[src/rtl/pio_pkg.sv]
// Shared definitions for the TX FIFO / OSR pull controller.
// Holds the default FIFO depth, the pull FSM state type and threshold decode.
package pio_pkg;

   localparam int unsigned PIO_TX_DEPTH = 4;
   localparam logic [5:0]  THRESH_FULL  = 6'd32;

   typedef enum logic [0:0] {
      IDLE = 1'b0,
      WAIT = 1'b1
   } pull_state_e;

   // A programmed threshold of zero stands for a full 32-bit word.
   function automatic logic [5:0] decode_thresh(input logic [4:0] thresh);
      logic [5:0] thr;
      if (thresh == 5'd0) begin
         thr = THRESH_FULL;
      end else begin
         thr = {1'b0, thresh};
      end
      return thr;
   endfunction

endpackage

[src/rtl/sync_fifo.sv]
// Synchronous word FIFO with run-time capacity, flush and a sticky overflow flag.
// Capacity may be any power of two up to MAX_DEPTH; pointers wrap at the active capacity.
module sync_fifo
   import pio_pkg::*;
#(
   parameter  int unsigned DEPTH     = PIO_TX_DEPTH,
   parameter  int unsigned MAX_DEPTH = DEPTH,
   localparam int unsigned AW        = $clog2(MAX_DEPTH),
   localparam int unsigned LW        = AW + 1
)(
   input  logic          clk,
   input  logic          reset_n,
   input  logic          flush,
   input  logic [LW-1:0] cap,
   input  logic          push,
   input  logic [31:0]   din,
   input  logic          pop,
   input  logic          clr_overflow,
   output logic [31:0]   dout,
   output logic          full,
   output logic          empty,
   output logic [LW-1:0] level,
   output logic          overflow
);

   logic [31:0]   mem_r [MAX_DEPTH];
   logic [AW-1:0] wr_ptr_r;
   logic [AW-1:0] rd_ptr_r;
   logic [LW-1:0] level_r;
   logic          overflow_r;
   logic          full_s;
   logic          empty_s;
   logic          pop_s;
   logic          push_s;
   logic          ovf_evt_s;
   logic [AW-1:0] wr_ptr_nxt_s;
   logic [AW-1:0] rd_ptr_nxt_s;

   assign full_s  = (level_r == cap);
   assign empty_s = (level_r == LW'(0));

   // A full FIFO still accepts a word when the head leaves in the same cycle.
   assign pop_s     = pop && !empty_s && !flush;
   assign push_s    = push && (!full_s || pop_s) && !flush;
   assign ovf_evt_s = push && full_s && !pop_s && !flush;

   assign wr_ptr_nxt_s = ({1'b0, wr_ptr_r} == (cap - LW'(1))) ? AW'(0) : (wr_ptr_r + AW'(1));
   assign rd_ptr_nxt_s = ({1'b0, rd_ptr_r} == (cap - LW'(1))) ? AW'(0) : (rd_ptr_r + AW'(1));

   // Storage array: data only, no reset needed.
   always_ff @(posedge clk) begin
      if (push_s) begin
         mem_r[wr_ptr_r] <= din;
      end
   end

   // Pointers and occupancy.
   always_ff @(posedge clk) begin
      if (!reset_n || flush) begin
         wr_ptr_r <= AW'(0);
         rd_ptr_r <= AW'(0);
         level_r  <= LW'(0);
      end else begin
         if (push_s) begin
            wr_ptr_r <= wr_ptr_nxt_s;
         end
         if (pop_s) begin
            rd_ptr_r <= rd_ptr_nxt_s;
         end
         case ({push_s, pop_s})
            2'b10:   level_r <= level_r + LW'(1);
            2'b01:   level_r <= level_r - LW'(1);
            default: level_r <= level_r;
         endcase
      end
   end

   // Sticky overflow; a new overflow event wins over a clear in the same cycle.
   always_ff @(posedge clk) begin
      if (!reset_n) begin
         overflow_r <= 1'b0;
      end else begin
         overflow_r <= ovf_evt_s | (overflow_r & ~clr_overflow);
      end
   end

   assign dout     = mem_r[rd_ptr_r];
   assign full     = full_s;
   assign empty    = empty_s;
   assign level    = level_r;
   assign overflow = overflow_r;

endmodule

[src/rtl/osr_pull_ctrl.sv]
// TX FIFO plus PULL / autopull controller feeding the OSR shifter load port.
// Optional TX_FIFO_JOIN_EN adds fjoin, doubling FIFO depth and widening level by one bit.
module osr_pull_ctrl
   import pio_pkg::*;
#(
   parameter  int unsigned DEPTH     = PIO_TX_DEPTH,
`ifdef TX_FIFO_JOIN_EN
   localparam int unsigned MAX_DEPTH = 2 * DEPTH,
`else
   localparam int unsigned MAX_DEPTH = DEPTH,
`endif
   localparam int unsigned LW        = $clog2(MAX_DEPTH) + 1
)(
   input  logic          clk,
   input  logic          reset_n,
   input  logic          penable,
   input  logic          push,
   input  logic [31:0]   din,
   input  logic          clr_overflow,
   input  logic          pull_req,
   input  logic          pull_block,
   input  logic          pull_ifempty,
   input  logic          auto_pull,
   input  logic [4:0]    pull_thresh,
   input  logic [5:0]    shift_count,
   input  logic [31:0]   x_val,
`ifdef TX_FIFO_JOIN_EN
   input  logic          fjoin,
`endif
   output logic          osr_set,
   output logic [31:0]   osr_din,
   output logic [5:0]    osr_bit_count,
   output logic          stall,
   output logic          full,
   output logic          empty,
   output logic [LW-1:0] level,
   output logic          overflow
);

   pull_state_e   state_r;
   pull_state_e   state_nxt_s;
   logic          flush_s;
   logic [LW-1:0] cap_s;
   logic [31:0]   fifo_dout_s;
   logic          fifo_empty_s;
   logic          avail_s;
   logic          at_thr_s;
   logic          pop_s;
   logic          load_s;
   logic          load_x_s;
   logic          stall_s;

`ifdef TX_FIFO_JOIN_EN
   logic          fjoin_r;

   // Remember the join setting so a change can flush the FIFO.
   always_ff @(posedge clk) begin
      if (!reset_n) begin
         fjoin_r <= 1'b0;
      end else begin
         fjoin_r <= fjoin;
      end
   end

   assign flush_s = (fjoin != fjoin_r);
   assign cap_s   = fjoin ? LW'(MAX_DEPTH) : LW'(DEPTH);
`else
   assign flush_s = 1'b0;
   assign cap_s   = LW'(DEPTH);
`endif

   sync_fifo #(
      .DEPTH     (DEPTH),
      .MAX_DEPTH (MAX_DEPTH)
   ) u_fifo (
      .clk          (clk),
      .reset_n      (reset_n),
      .flush        (flush_s),
      .cap          (cap_s),
      .push         (push),
      .din          (din),
      .pop          (pop_s),
      .clr_overflow (clr_overflow),
      .dout         (fifo_dout_s),
      .full         (full),
      .empty        (fifo_empty_s),
      .level        (level),
      .overflow     (overflow)
   );

   assign avail_s  = !fifo_empty_s && !flush_s;
   assign at_thr_s = (shift_count >= decode_thresh(pull_thresh));

   // Pull FSM state register.
   always_ff @(posedge clk) begin
      if (!reset_n) begin
         state_r <= IDLE;
      end else begin
         state_r <= state_nxt_s;
      end
   end

   // Next state, pop and load decisions; explicit PULL outranks autopull.
   always_comb begin
      state_nxt_s = state_r;
      pop_s       = 1'b0;
      load_s      = 1'b0;
      load_x_s    = 1'b0;
      stall_s     = 1'b0;
      if (!reset_n) begin
         state_nxt_s = IDLE;
      end else begin
         case (state_r)
            IDLE: begin
               if (penable && pull_req) begin
                  if (pull_ifempty && !at_thr_s) begin
                     state_nxt_s = IDLE;
                  end else if (avail_s) begin
                     pop_s  = 1'b1;
                     load_s = 1'b1;
                  end else if (pull_block) begin
                     stall_s     = 1'b1;
                     state_nxt_s = WAIT;
                  end else begin
                     load_s   = 1'b1;
                     load_x_s = 1'b1;
                  end
               end else if (penable && auto_pull && at_thr_s) begin
                  if (avail_s) begin
                     pop_s  = 1'b1;
                     load_s = 1'b1;
                  end else begin
                     stall_s = 1'b1;
                  end
               end else begin
                  state_nxt_s = IDLE;
               end
            end
            WAIT: begin
               if (!penable || !pull_req) begin
                  state_nxt_s = IDLE;
               end else if (avail_s) begin
                  pop_s       = 1'b1;
                  load_s      = 1'b1;
                  state_nxt_s = IDLE;
               end else begin
                  stall_s = 1'b1;
               end
            end
            default: begin
               state_nxt_s = IDLE;
            end
         endcase
      end
   end

   assign osr_set       = load_s;
   assign osr_din       = load_s ? (load_x_s ? x_val : fifo_dout_s) : 32'd0;
   assign osr_bit_count = 6'd0;
   assign stall         = stall_s;
   assign empty         = fifo_empty_s;

endmodule
[config.mk]
export PLATFORM = sky130hd
export DESIGN_NAME = osr_pull_ctrl
export DESIGN_NICKNAME = d
export VERILOG_FILES = /design/src/rtl/pio_pkg.sv /design/src/rtl/sync_fifo.sv /design/src/rtl/osr_pull_ctrl.sv
export SDC_FILE = /design/constraint.sdc
export NUM_CORES = 1
export LEC_CHECK = 0
export ABC_AREA = 1
export BUFFER_PORTS_ARGS = -buffer_cell sky130_fd_sc_hd__clkbuf_2
export CORE_MARGIN = 5
export CORE_UTILIZATION = 45
export CTS_BUF_LIST = sky130_fd_sc_hd__clkbuf_8
export CTS_CLUSTER_SIZE = 8
export DETAILED_ROUTE_END_ITERATION = 12
export GPL_ROUTABILITY_DRIVEN = 0
export GPL_TIMING_DRIVEN = 1
export PLACE_DENSITY = 0.68
export RECOVER_POWER = 50
export SLEW_MARGIN = 0
export SYNTH_ARGS = -nofsm -noshare
export SYNTH_HDL_FRONTEND = slang
export SYNTH_SLANG_ARGS = --single-unit
[constraint.sdc]
create_clock -name clk -period 5.35 [get_ports clk]
set_input_delay 1.07 -clock clk [delete_from_list [all_inputs] [get_ports clk]]
set_output_delay 1.07 -clock clk [all_outputs]
set_load 0.01 [all_outputs]
==> reports/summary.txt <==
Result of the run -> finished, final reports clean
Final Max Tran Viols -> 0
Insertion delay to the later sink of the worst-skew pair -> 0.43 ns
Wl on met1 -> 5440 um
Crit Path Category -> input pin to primary output
Remaining antenna violation count after routing -> 0
Count of instances resized after the clock tree is built -> 0
Core region area -> 13300 um2
Largest cells by area after synthesis -> sky130_fd_sc_hd__edfxtp_1 62%, sky130_fd_sc_hd__nand2_1 8.9%, sky130_fd_sc_hd__a32o_1 5.3%
Antenna fix cells -> 0
Ranking of synthesized cells by instance count -> 146 x sky130_fd_sc_hd__nand2_1, 128 x sky130_fd_sc_hd__edfxtp_1, 48 x sky130_fd_sc_hd__nor2_1, 38 x sky130_fd_sc_hd__a21oi_1, 33 x sky130_fd_sc_hd__a32o_1
Postcts setup bufs -> 0
Via count of the first global-routing pass -> 4437
Overall global routing resource usage -> 16.6%
Worst slew margin relative to its limit -> 24.0%
Boundary pin count -> 130
Pin count of the biggest net entering global routing -> 65
P per Cell Area -> 340 nW/um2
Area of placed instances -> 6930 um2
Clock period minus worst slack -> 4.34 ns
Number of nets in the finished design -> 762
Via density -> 5.15
Post-synthesis cell type count -> 28
Cell row count -> 42
Met3 Wirelength -> 823 um
Clock slew seen by the registers of the worst setup and hold paths -> 0.07 ns
Wire length per cell -> 15.3 um
Sequential cell area fraction in the yosys report -> 65.8%
Number of antenna violations at the first check in global routing -> 0
Highest layer used for signal routing -> met4
Fraction of synthesized cell area taken by the top area cell type -> 62.2%
Post-synthesis instance area -> 6180 um2
Library cell occupying the most area in the post-synthesis netlist -> sky130_fd_sc_hd__edfxtp_1
TritonCTS buffer count -> 17
Die height -> 127 um
Global-route wire length before repair -> 21200 um
Layout cell share with drive strength beyond 1 -> 21.4%
Effective utilization at floorplan -> 46.3%
Sum Neg Setup Slack -> 0 ns
Congestion Overflow GR -> 0
Sum of routed wire length over all layers -> 13000 um
Hold bufs inserted after CTS -> 0
Area growth syn-to-layout -> 17.8%
Die width -> 127 um
Maximum fanout along the worst path -> 33
Total Die Area -> 16200 um2
Worst hold slack -> 0.474 ns
Fin worst setup slack -> 1.01 ns
Unrepaired setup endpoints after global routing -> no
Final Hold Viols -> 0
Number of vias after detailed routing -> 4395
Setup crit start kind -> input pin
Data arrival at the endpoint of the critical path -> 3.27 ns
Iteration-0 DRC Markers -> 280
H-tree levels -> 4
Number of remaining DRC errors -> 0
DP Worst Slack -> 1.07 ns
Maximum vdd drop -> 0.305 mV
CP endpoint kind -> primary output
Top FF cell, synth -> sky130_fd_sc_hd__edfxtp_1
Path category of the worst min-delay check -> flip-flop to flip-flop
Required time at the worst-slack endpoint -> 4.28 ns
FMAX -> 231 MHz
Clock sink count -> 139
Reported leakage power -> 0.00292 uW
Util after Layout -> 54.5%
Share of the clock period used by the worst path after layout -> 81.1%
Async set or reset register ratio after synthesis -> 0%
Clock tree root driver cell -> sky130_fd_sc_hd__clkbuf_8
Clock tree from TritonCTS -> yes
Avg Synthesized Cell Area -> 11.3 um2
Number of port buffers -> 123
Met2 wire length -> 6650 um
Max Clock Skew -> 0.00806 ns
Area of all placed cells without fillers -> 7280 um2
Number of flops mapped to enable cells by yosys -> 128
Most frequently used cell type in the post-synthesis netlist -> sky130_fd_sc_hd__nand2_1
Max Cap Violations -> 0
Number of cells produced by synthesis -> 548
Slew at the pin closest to its max-slew limit -> 1.14 ns
Placed wire-length estimate after detailed placement -> 8260 um
Worst-case clock buffer depth -> 2
Yosys warns -> 0
Number of failing setup endpoints in the final timing report -> 0
Number of flip-flops and latches in the synthesized netlist -> 139
Number of detailed-routing iterations run before antenna repair -> 4
==> flip-flops by register name, indices dropped and copies added, names as in the netlist, named ones only <==
register and cells:
u_fifo.level 3, u_fifo.mem_r 128, u_fifo.rd_ptr_r 2, u_fifo.overflow 1, state_r 1, u_fifo.wr_ptr_r 2
==> area by class of cell <==
type	count	area, um2
flip-flops and latches	139	4070
clock inverters	15	196
fillers	1188	6070
well taps	176	220
multi-input cells	346	1820
clock buffers	17	234
inverters	31	116
repair buffers	130	621
==> cells in the final DEF, fill, tap and decap left out, drive strengths merged <==
| cell | instances |
|---|---|
| clkbuf | 140 |
| dfxtp | 11 |
| a32o | 33 |
| clkinv | 7 |
| ha | 12 |
| nand2 | 154 |
| clkinvlp | 3 |
| nand3 | 10 |
| nor3 | 2 |
| bufinv | 4 |
| conb | 6 |
| inv | 32 |
| buf | 7 |
| o31ai | 1 |
| edfxtp | 128 |
| nor2 | 51 |
| a21oi | 39 |
| fa | 1 |
| o21ai | 37 |
==> per-layer routing <==
metal,global-route usage [%],vias to the layer above
met5,0,-
met1,19.7,2112
met4,5.43,0
met2,29.0,119
met3,4.76,13
li1,-,2151
==> worst max-delay path, stage by stage <==
cell	delay, ns
sky130_fd_sc_hd__clkbuf_2	0.09
sky130_fd_sc_hd__nor3_1	0.20
sky130_fd_sc_hd__nand3_1	0.10
sky130_fd_sc_hd__ha_1	0.30
sky130_fd_sc_hd__nand2_1	0.10
sky130_fd_sc_hd__clkinv_1	0.07
sky130_fd_sc_hd__a21oi_1	0.18
sky130_fd_sc_hd__nand3_1	0.15
sky130_fd_sc_hd__nand2_1	0.13
sky130_fd_sc_hd__nand3_4	0.07
sky130_fd_sc_hd__nand2_2	0.54
sky130_fd_sc_hd__nor2_1	0.09
sky130_fd_sc_hd__clkbuf_2	0.16
==> power by group <==
part / total [uW] / internal, uW / switching, uW
registers: 1260 / 1240 / 18.5
logic: 309 / 118 / 190
clock network: 903 / 508 / 395
total: 2470 / 1870 / 603
==> worst paths after layout <==
path	startpoint	slack, ns	cells past startpoint	end
min reg2reg	u_fifo.overflow$_SDFF_PN0_	0.47	2	u_fifo.overflow$_SDFF_PN0_
max reg2reg	u_fifo.level[0]$_SDFFE_PN0P_	2.52	8	u_fifo.mem_r[2][18]$_DFFE_PP_
max	pull_thresh[1]	1.01	13	osr_din[28]
min	u_fifo.overflow$_SDFF_PN0_	0.47	2	u_fifo.overflow$_SDFF_PN0_
==> cell families after synthesis <==
| logic type | count (synthesis) | synth area share [%] |
|---|---|---|
| AO/OA/AOI/OAI | 110 | 11.7 |
| adder cells (fa/ha/maj) | 13 | 2.75 |
| buffers and inverters | 68 | 4.92 |
| flip-flops | 139 | 65.8 |
| other | 1 | 0.0607 |
| AND/OR/NAND/NOR | 217 | 14.8 |
==> metrics by stage <==
stage,total power [uW],cells
after floorplan,1490,553
after global placement,1590,822
after detailed placement,1610,822
after CTS,2500,854
after global routing,2580,854
final,2470,854
(Power assumes the default switching activity.)
